### config.mk
export PLATFORM = sky130hd
export DESIGN_NAME = sw_debounce_flat
export DESIGN_NICKNAME = d
export VERILOG_FILES = /design/src/rtl/sw_debounce_pkg.sv /design/src/rtl/sw_debounce_if.sv /design/src/rtl/sw_debounce_sync_2ff.sv /design/src/rtl/sw_debounce.sv /design/src/flat_wrapper.sv
export SDC_FILE = /design/constraint.sdc
export NUM_CORES = 1
export LEC_CHECK = 0
export ABC_AREA = 1
export CORE_ASPECT_RATIO = 0.75
export CORE_UTILIZATION = 36
export DETAILED_ROUTE_END_ITERATION = 10
export PLACE_DENSITY = 0.54
export SLEW_MARGIN = 40
export SYNTH_ARGS = -nofsm -noshare
export SYNTH_HDL_FRONTEND = slang
export SYNTH_HIERARCHICAL = 1
export SYNTH_SLANG_ARGS = --single-unit
### constraint.sdc
create_clock -name clock -period 1.8 [get_ports clock]
set_input_delay 0.36 -clock clock [delete_from_list [all_inputs] [get_ports clock]]
set_output_delay 0.36 -clock clock [all_outputs]
set_load 0.02 [all_outputs]
### src/rtl/sw_debounce_pkg.sv
// Shared constants for the switch debouncer: FSM encoding, glitch counter
// ceiling and a width helper used to validate the debounce counter size.
package sw_debounce_pkg;

    localparam logic [0:0] ST_IDLE   = 1'b0;
    localparam logic [0:0] ST_SETTLE = 1'b1;

    localparam logic [7:0] GLITCH_CNT_MAX = 8'd255;

    function automatic int clog2(input int value);
        int res;
        int v;
        res = 0;
        v   = value - 1;
        while (v > 0) begin
            res = res + 1;
            v   = v >>> 1;
        end
        return res;
    endfunction

endpackage

### src/rtl/sw_debounce_if.sv
// Switch bus between the raw pins, the debouncer and the counter stage.
// SW_DEBOUNCE_GLITCH_CNT_EN adds the o_glitch_cnt observation signal.
interface sw_debounce_if #(
    parameter int NB_SW = 3
);
    logic [NB_SW-1:0] i_sw_raw;
    logic [NB_SW-1:0] o_sw;
    logic             o_sw_changed;
`ifdef SW_DEBOUNCE_GLITCH_CNT_EN
    logic [7:0]       o_glitch_cnt;

    modport master (output i_sw_raw, input o_sw, o_sw_changed, o_glitch_cnt);
    modport slave  (input i_sw_raw, output o_sw, o_sw_changed, o_glitch_cnt);
`else
    modport master (output i_sw_raw, input o_sw, o_sw_changed);
    modport slave  (input i_sw_raw, output o_sw, o_sw_changed);
`endif
endinterface

### src/rtl/sw_debounce_sync_2ff.sv
// Two-flop synchroniser for the raw switch vector; plain flop-to-flop path.
module sync_2ff #(
    parameter int NB_SW = 3
) (
    input  logic             clock,
    input  logic             i_reset,
    input  logic [NB_SW-1:0] i_d,
    output logic [NB_SW-1:0] o_q
);
    logic [NB_SW-1:0] s1;

    always_ff @(posedge clock or negedge i_reset) begin
        if (!i_reset) begin
            s1  <= '0;
            o_q <= '0;
        end else begin
            s1  <= i_d;
            o_q <= s1;
        end
    end
endmodule

### src/rtl/sw_debounce.sv
// Debounces the switch vector as one unit; o_sw only moves after DEBOUNCE_CYCLES
// stable samples. Define SW_DEBOUNCE_GLITCH_CNT_EN to count aborted candidates.
module sw_debounce
    import sw_debounce_pkg::*;
#(
    parameter int NB_SW           = 3,
    parameter int DEBOUNCE_CYCLES = 50000,
    parameter int NB_DBC          = 20
) (
    input  logic          clock,
    input  logic          i_reset,
    sw_debounce_if.slave  bus
);
    localparam logic [NB_DBC-1:0] CNT_LAST = NB_DBC'(DEBOUNCE_CYCLES - 1);

    if (NB_DBC < clog2(DEBOUNCE_CYCLES) || DEBOUNCE_CYCLES < 1) begin : g_bad_cfg
        $error("sw_debounce: NB_DBC too narrow for DEBOUNCE_CYCLES");
    end

    logic [NB_SW-1:0]  s2;
    logic [NB_SW-1:0]  cand;
    logic [NB_SW-1:0]  sw_q;
    logic [NB_DBC-1:0] cnt;
    logic [0:0]        state;
    logic              chg_q;

    sync_2ff #(.NB_SW(NB_SW)) u_sync (
        .clock   (clock),
        .i_reset (i_reset),
        .i_d     (bus.i_sw_raw),
        .o_q     (s2)
    );

    always_ff @(posedge clock or negedge i_reset) begin
        if (!i_reset) begin
            state <= ST_IDLE;
            cand  <= '0;
            cnt   <= '0;
            sw_q  <= '0;
            chg_q <= 1'b0;
        end else begin
            chg_q <= 1'b0;
            if (state == ST_IDLE) begin
                if (s2 != sw_q) begin
                    state <= ST_SETTLE;
                    cand  <= s2;
                    cnt   <= '0;
                end
            end else if (s2 == cand) begin
                if (cnt == CNT_LAST) begin
                    sw_q  <= cand;
                    chg_q <= 1'b1;
                    cnt   <= '0;
                    state <= ST_IDLE;
                end else begin
                    cnt <= cnt + NB_DBC'(1);
                end
            end else if (s2 == sw_q) begin
                // bounced back to the accepted value: drop the candidate
                state <= ST_IDLE;
                cnt   <= '0;
            end else begin
                cand <= s2;
                cnt  <= '0;
            end
        end
    end

    assign bus.o_sw         = sw_q;
    assign bus.o_sw_changed = chg_q;

`ifdef SW_DEBOUNCE_GLITCH_CNT_EN
    logic [7:0] glitch_q;

    always_ff @(posedge clock or negedge i_reset) begin
        if (!i_reset) begin
            glitch_q <= '0;
        end else if (state == ST_SETTLE && s2 != cand && glitch_q != GLITCH_CNT_MAX) begin
            glitch_q <= glitch_q + 8'd1;
        end
    end

    assign bus.o_glitch_cnt = glitch_q;
`endif

endmodule

### src/flat_wrapper.sv
// flat-port wrapper written by rule: the top's interface ports become plain ports
module sw_debounce_flat import sw_debounce_pkg::*;
#(
    parameter int NB_SW           = 3,
    parameter int DEBOUNCE_CYCLES = 50000,
    parameter int NB_DBC          = 20
)
  (clock, i_reset, bus_i_sw_raw, bus_o_sw, bus_o_sw_changed);
  sw_debounce_if #(.NB_SW(NB_SW)) bus_i ();
  input  logic clock;
  input  logic i_reset;
  input wire logic [$bits(bus_i.i_sw_raw)-1:0] bus_i_sw_raw;
  output wire logic [$bits(bus_i.o_sw)-1:0] bus_o_sw;
  output wire logic [$bits(bus_i.o_sw_changed)-1:0] bus_o_sw_changed;
  assign bus_i.i_sw_raw = bus_i_sw_raw;
  assign bus_o_sw = bus_i.o_sw;
  assign bus_o_sw_changed = bus_i.o_sw_changed;
  sw_debounce #(.NB_SW(NB_SW), .DEBOUNCE_CYCLES(DEBOUNCE_CYCLES), .NB_DBC(NB_DBC)) u_core (.clock(clock), .i_reset(i_reset), .bus(bus_i));
endmodule
* After elaboration in Yosys (flattened, before gate mapping)
Cells that the tools add are included.
** Word-level totals
- Input port bits :: 5
- Register bits :: 34
- Output and inout bits :: 4
** Cells by class
- Multiplexer cells :: 16
- Add/sub/neg operators :: 1
- Reductions and logical operators :: 3
- Equal/unequal tests :: 6
** Operators by type and width (number)
- $mux 20 :: 4
- $add 20x1->20 const B :: 1
- $eq 20x16->1 const B :: 1
- $mux 3 :: 4
- $mux 1 :: 8
- $eq 3x3->1 :: 2
- $reduce_and 3->1 :: 2
- $ne 2x2->1 const B :: 2
- $ne 3x3->1 :: 1
- $reduce_bool 2->1 :: 1

* Logic depth before layout (Yosys ltp)
- Word-level depth :: 4
- Gate-level depth with buffers :: 9

* Cells and area by module
The synthesis kept the hierarchy.
** Modules (own cells, without submodules)
- sw_debounce :: area an instance 1893.1 um2, instances 1, cells each 267, sequential area each 700.7 um2
- sync_2ff :: area an instance 150.1 um2, instances 1, cells each 6, sequential area each 150.1 um2

* Worst setup path after synthesis
No wires, ideal clock.
- Path type :: register to register
- Start point :: register u_core.cnt[0]
- End point :: register u_core.cnt[14]
- Setup time :: 0.120 ns
- Cell stages (with the launch flop) :: 9
- Setup slack :: 0.360 ns
- Required time :: 1.680 ns
- Arrival :: 1.320 ns
- Clock period less this slack :: 1.440 ns
- Path through :: dfrtp_1 -> ha_1 -> inv_2 -> nor2_4 -> nand2_2 -> nor3b_2 -> nand3_1 -> nand2_1 -> nor2_2
** Between the ends
- Cells in the longest elaborated chain, start to end :: 4
- Elaborated cells between the ends (all ways) :: 5
** RTL lines
- from (decl) :: line sw_debounce.sv:23 : logic [NB_DBC-1:0] cnt;
- from (signal assigned) :: line sw_debounce.sv:56 : cnt <= cnt + NB_DBC'(1);
- $add 20x1->20 / $eq 20x16->1 (equally long branches) :: line sw_debounce.sv:56, sw_debounce.sv:50
- $mux 20 * :: line sw_debounce.sv:50 : if (cnt == CNT_LAST) begin
- $mux 20 * :: line sw_debounce.sv:49 : end else if (s2 == cand) begin
- $mux 20 * :: line sw_debounce.sv:43 : if (state == ST_IDLE) begin
Mark *: on every way between the ends. The rest lies on a longest branch, timed or not.
A chain may end at the register's enable or synchronous reset.

* Final worst setup path
- Start point :: register u_core.sw_q[0], in the netlist u_core/bus.o_sw[0]
- End point :: output bus_o_sw[0]
** RTL lines
- from (decl) :: line sw_debounce.sv:22 : logic [NB_SW-1:0] sw_q;
- from (signal assigned) :: line sw_debounce.sv:51 : sw_q <= cand;
- to (decl) :: line flat_wrapper.sv:13 : output wire logic [$bits(bus_i.o_sw)-1:0] bus_o_sw;
No word-level cell between the ends.

==> results.json <==
{
  "htree_num_levels": 2,
  "placed_cells": 356,
  "crit_arrival_ps": 1350,
  "initial_core_util_pct": 37.8,
  "ys_types": 29,
  "port_buffers": 8,
  "drive_gt1_share_pct": 14.5,
  "num-fill-cells": 572,
  "path_cells": "clkdlybuf4s50_1",
  "finalClockSkew_ps": 4.01,
  "finalCritPeriodShare_pct": 95.0,
  "final_cell_count_no_fill": 364,
  "cts_hold_buf": 0,
  "powerDensity_nw_per_um2": 684,
  "synth_fp_nets": 279,
  "worstMarginPinSlew_ps": 437,
  "pwr-share-clk_pct": 37.5,
  "min_path_type": "input pin to asynchronous set/reset pin",
  "synth_seq_cells": 34,
  "synthCells": 273,
  "synth_area_um2": 2040,
  "ys_seq_area_share_pct": 41.6,
  "crit_type": "flip-flop to output port",
  "antenna_found_initial": 0,
  "wl_per_cell_um": 13.1,
  "root_buffer": "clkbuf_8",
  "crit_buf_inv": 1,
  "crit_family": "buffers and inverters",
  "num_vias": 1757,
  "finalSetupViolCount": 0,
  "clock.fmax_mhz": 585,
  "clkTransAtPathRegs_ps": 70,
  "clock_latency_ps": 290,
  "cts_sinks": 34,
  "hpwl_um": 3560,
  "rsz0062_at_grt": "false",
  "core_area_um2": 5410,
  "pwr-share-comb_pct": 11.3,
  "slowest_delay_ps": 640,
  "p_seq_share_pct": 51.3,
  "fin_nets": 294,
  "cts_tree": "built",
  "ir_worst_vdd_v": 0.000332,
  "drtAntennaViolNets": 0,
  "firstDrtPassIters": 4,
  "n_antenna_cell": 0,
  "power.total_mw": 1.58,
  "cts_inserted_buffers": 5,
  "grt_pass1_vias": 1655,
  "crit_path_top_delay_cell": "clkdlybuf4s50_1",
  "status": "finished clean",
  "required_ps": 1440,
  "fin_hold_ws_ps": 24.6,
  "die_x_um": 89.0,
  "slew_violations": 0,
  "fin_crit_ps": 1710,
  "cp-end-kind": "output port",
  "cts_max_path_buffers": 2,
  "drcViolationCount": 0,
  "syn_area_per_cell_um2": 7.48,
  "overflow": 0,
  "via_per_inst": 4.83,
  "grt_max_degree": 35,
  "maxCapViolCount": 0,
  "boundaryPins": 9,
  "yosysWarnings": 6,
  "p_sw_mw": 0.436,
  "drt_iter0_drc": 246,
  "p_leak_nw": 1.03,
  "die_h_um": 67.2,
  "switching_share_pct": 27.5,
  "routed_wl_um": 4760,
  "p_int_mw": 1.15,
  "crit_path_start_kind": "flip-flop",
  "grt_usage_pct": 18.9,
  "tns_ps": 0,
  "critPathMaxFanout": 3,
  "die-area_um2": 5980,
  "rows": 23,
  "slew_headroom_pct": 70.8,
  "syn_to_final_growth_pct": 13.4,
  "timing_hold_violations_final": 0,
  "place_congestion": 0.886,
  "grt_pass1_wl_um": 8420
}
-- per-layer routing --
layer / share of wire, % / track usage [%] / wire length (um)
met4: 0.90 / 5.95 / 43
met1: 53 / 30.6 / 2550
met5: 0 / 0 / 0
met3: 6.7 / 3.79 / 317
met2: 39 / 24.4 / 1850
-- cells in the mapped netlist, drive strengths merged --
cell type	instances	share of area, %
a21oi	4	0.98
and2	1	0.31
buf	2	0.80
clkbuf	1	0.37
clkinv	1	0.43
dfrtp	34	42
ha	1	0.61
inv	33	6.1
nand2	87	17
nand3	24	6.6
nand3b	2	1.3
nand4	16	5.6
nor2	43	9.7
nor3	6	2.6
nor3b	1	0.61
o21ai	14	3.4
xnor2	1	0.80
xor2	2	0.86
-- cell families (layout without fill, tap and decap cells) --
logic type | count (synthesis) | count (layout) | share of synthesized area [%]
AOI/OAI and AO/OA | 18 | 18 | 4.41
xor gates and xnor gates | 3 | 3 | 1.65
adders and majority gates | 1 | 1 | 0.612
buffers and inverters | 37 | 53 | 7.65
DFF | 34 | 34 | 41.6
and+or+nand+nor | 180 | 180 | 44.0
-- worst paths after layout --
path                                                 from                              to  slack (ps)  cells after the start
setup / recovery           u_core/bus.o_sw[0]$_DFFE_PN0P_                     bus_o_sw[0]          90                      1
hold / removal                                    i_reset      u_core/cand[0]$_DFFE_PN0P_          20                      2
setup reg to reg                u_core/cnt[0]$_DFFE_PN0P_      u_core/cnt[14]$_DFFE_PN0P_         200                      8
hold reg to reg             u_core/u_sync/s1[2]$_DFF_PN0_  u_core/u_sync/o_q[2]$_DFF_PN0_         350                      0
max in group asynchronous                         i_reset       u_core/cnt[2]$_DFFE_PN0P_        1590                      2
min in group clock          u_core/u_sync/s1[2]$_DFF_PN0_  u_core/u_sync/o_q[2]$_DFF_PN0_         350                      0
-- metrics by stage --
stage	setup slack (ps)	util [%]	cell area, um2
finish	90.5	42.8	2320
global route	46.3	42.8	2320
CTS	80.5	42.8	2310
detailed placement	125	41.1	2220
global placement	190	41.1	2220
floorplan	360	-	2040
-- repair_timing --
action / 4_1_cts / 5_1_grt
resized for setup: 0 / 1
setup endpoints to repair: 0 / 1
setup buffers: 0 / 0
-- layout by cell type, fill, tap and decap left out --
master	n
clkdlybuf4s50_1	7
clkbuf_8	6
nor3_1	4
nor2_4	4
xor2_1	2
and2_1	1
nand2_2	7
buf_4	2
o21ai_0	11
nand3_2	3
nand2_4	1
nor2_2	3
nor2_1	36
clkbuf_1	1
nand3_1	21
clkinv_2	1
a21oi_1	4
nand2_1	79
inv_1	28
clkinv_4	1
nand4_4	1
dfrtp_1	34
xnor2_2	1
nand3b_1	1
o21ai_1	3
nor3_4	2
nor3b_2	1
buf_2	1
nand3b_4	1
nand4_1	15
ha_2	1
buf_12	1
inv_2	5
-- layout make-up --
class	instances	area, um2	area share (%)
sequential	34	851	36.7
timing repair buffer	11	110	4.75
clock buffer	7	86.3	3.73
tap	75	93.8	4.05
multi-input combinational	202	1040	44.8
inverter	34	133	5.72
clock inverter	1	5.00	0.216
-- power groups by stage --
stage | registers, mW | logic (mW) | clock network, mW
finish | 0.812 | 0.178 | 0.594
global route | 0.815 | 0.198 | 0.641
CTS | 0.811 | 0.178 | 0.613
detailed placement | 0.826 | 0.178 | 0
global placement | 0.827 | 0.178 | 0
floorplan | 0.819 | 0.119 | 0
-- state kept, by name, indices dropped and copies added (netlist names) --
| register | cells |
|---|---|
| u_core/bus.o_sw | 3 |
| u_core/bus.o_sw_changed | 1 |
| u_core/cand | 3 |
| u_core/cnt | 20 |
| u_core/state | 1 |
| u_core/u_sync/o_q | 3 |
| u_core/u_sync/s1 | 3 |
Note: power is estimated with default switching activity, not from simulation.
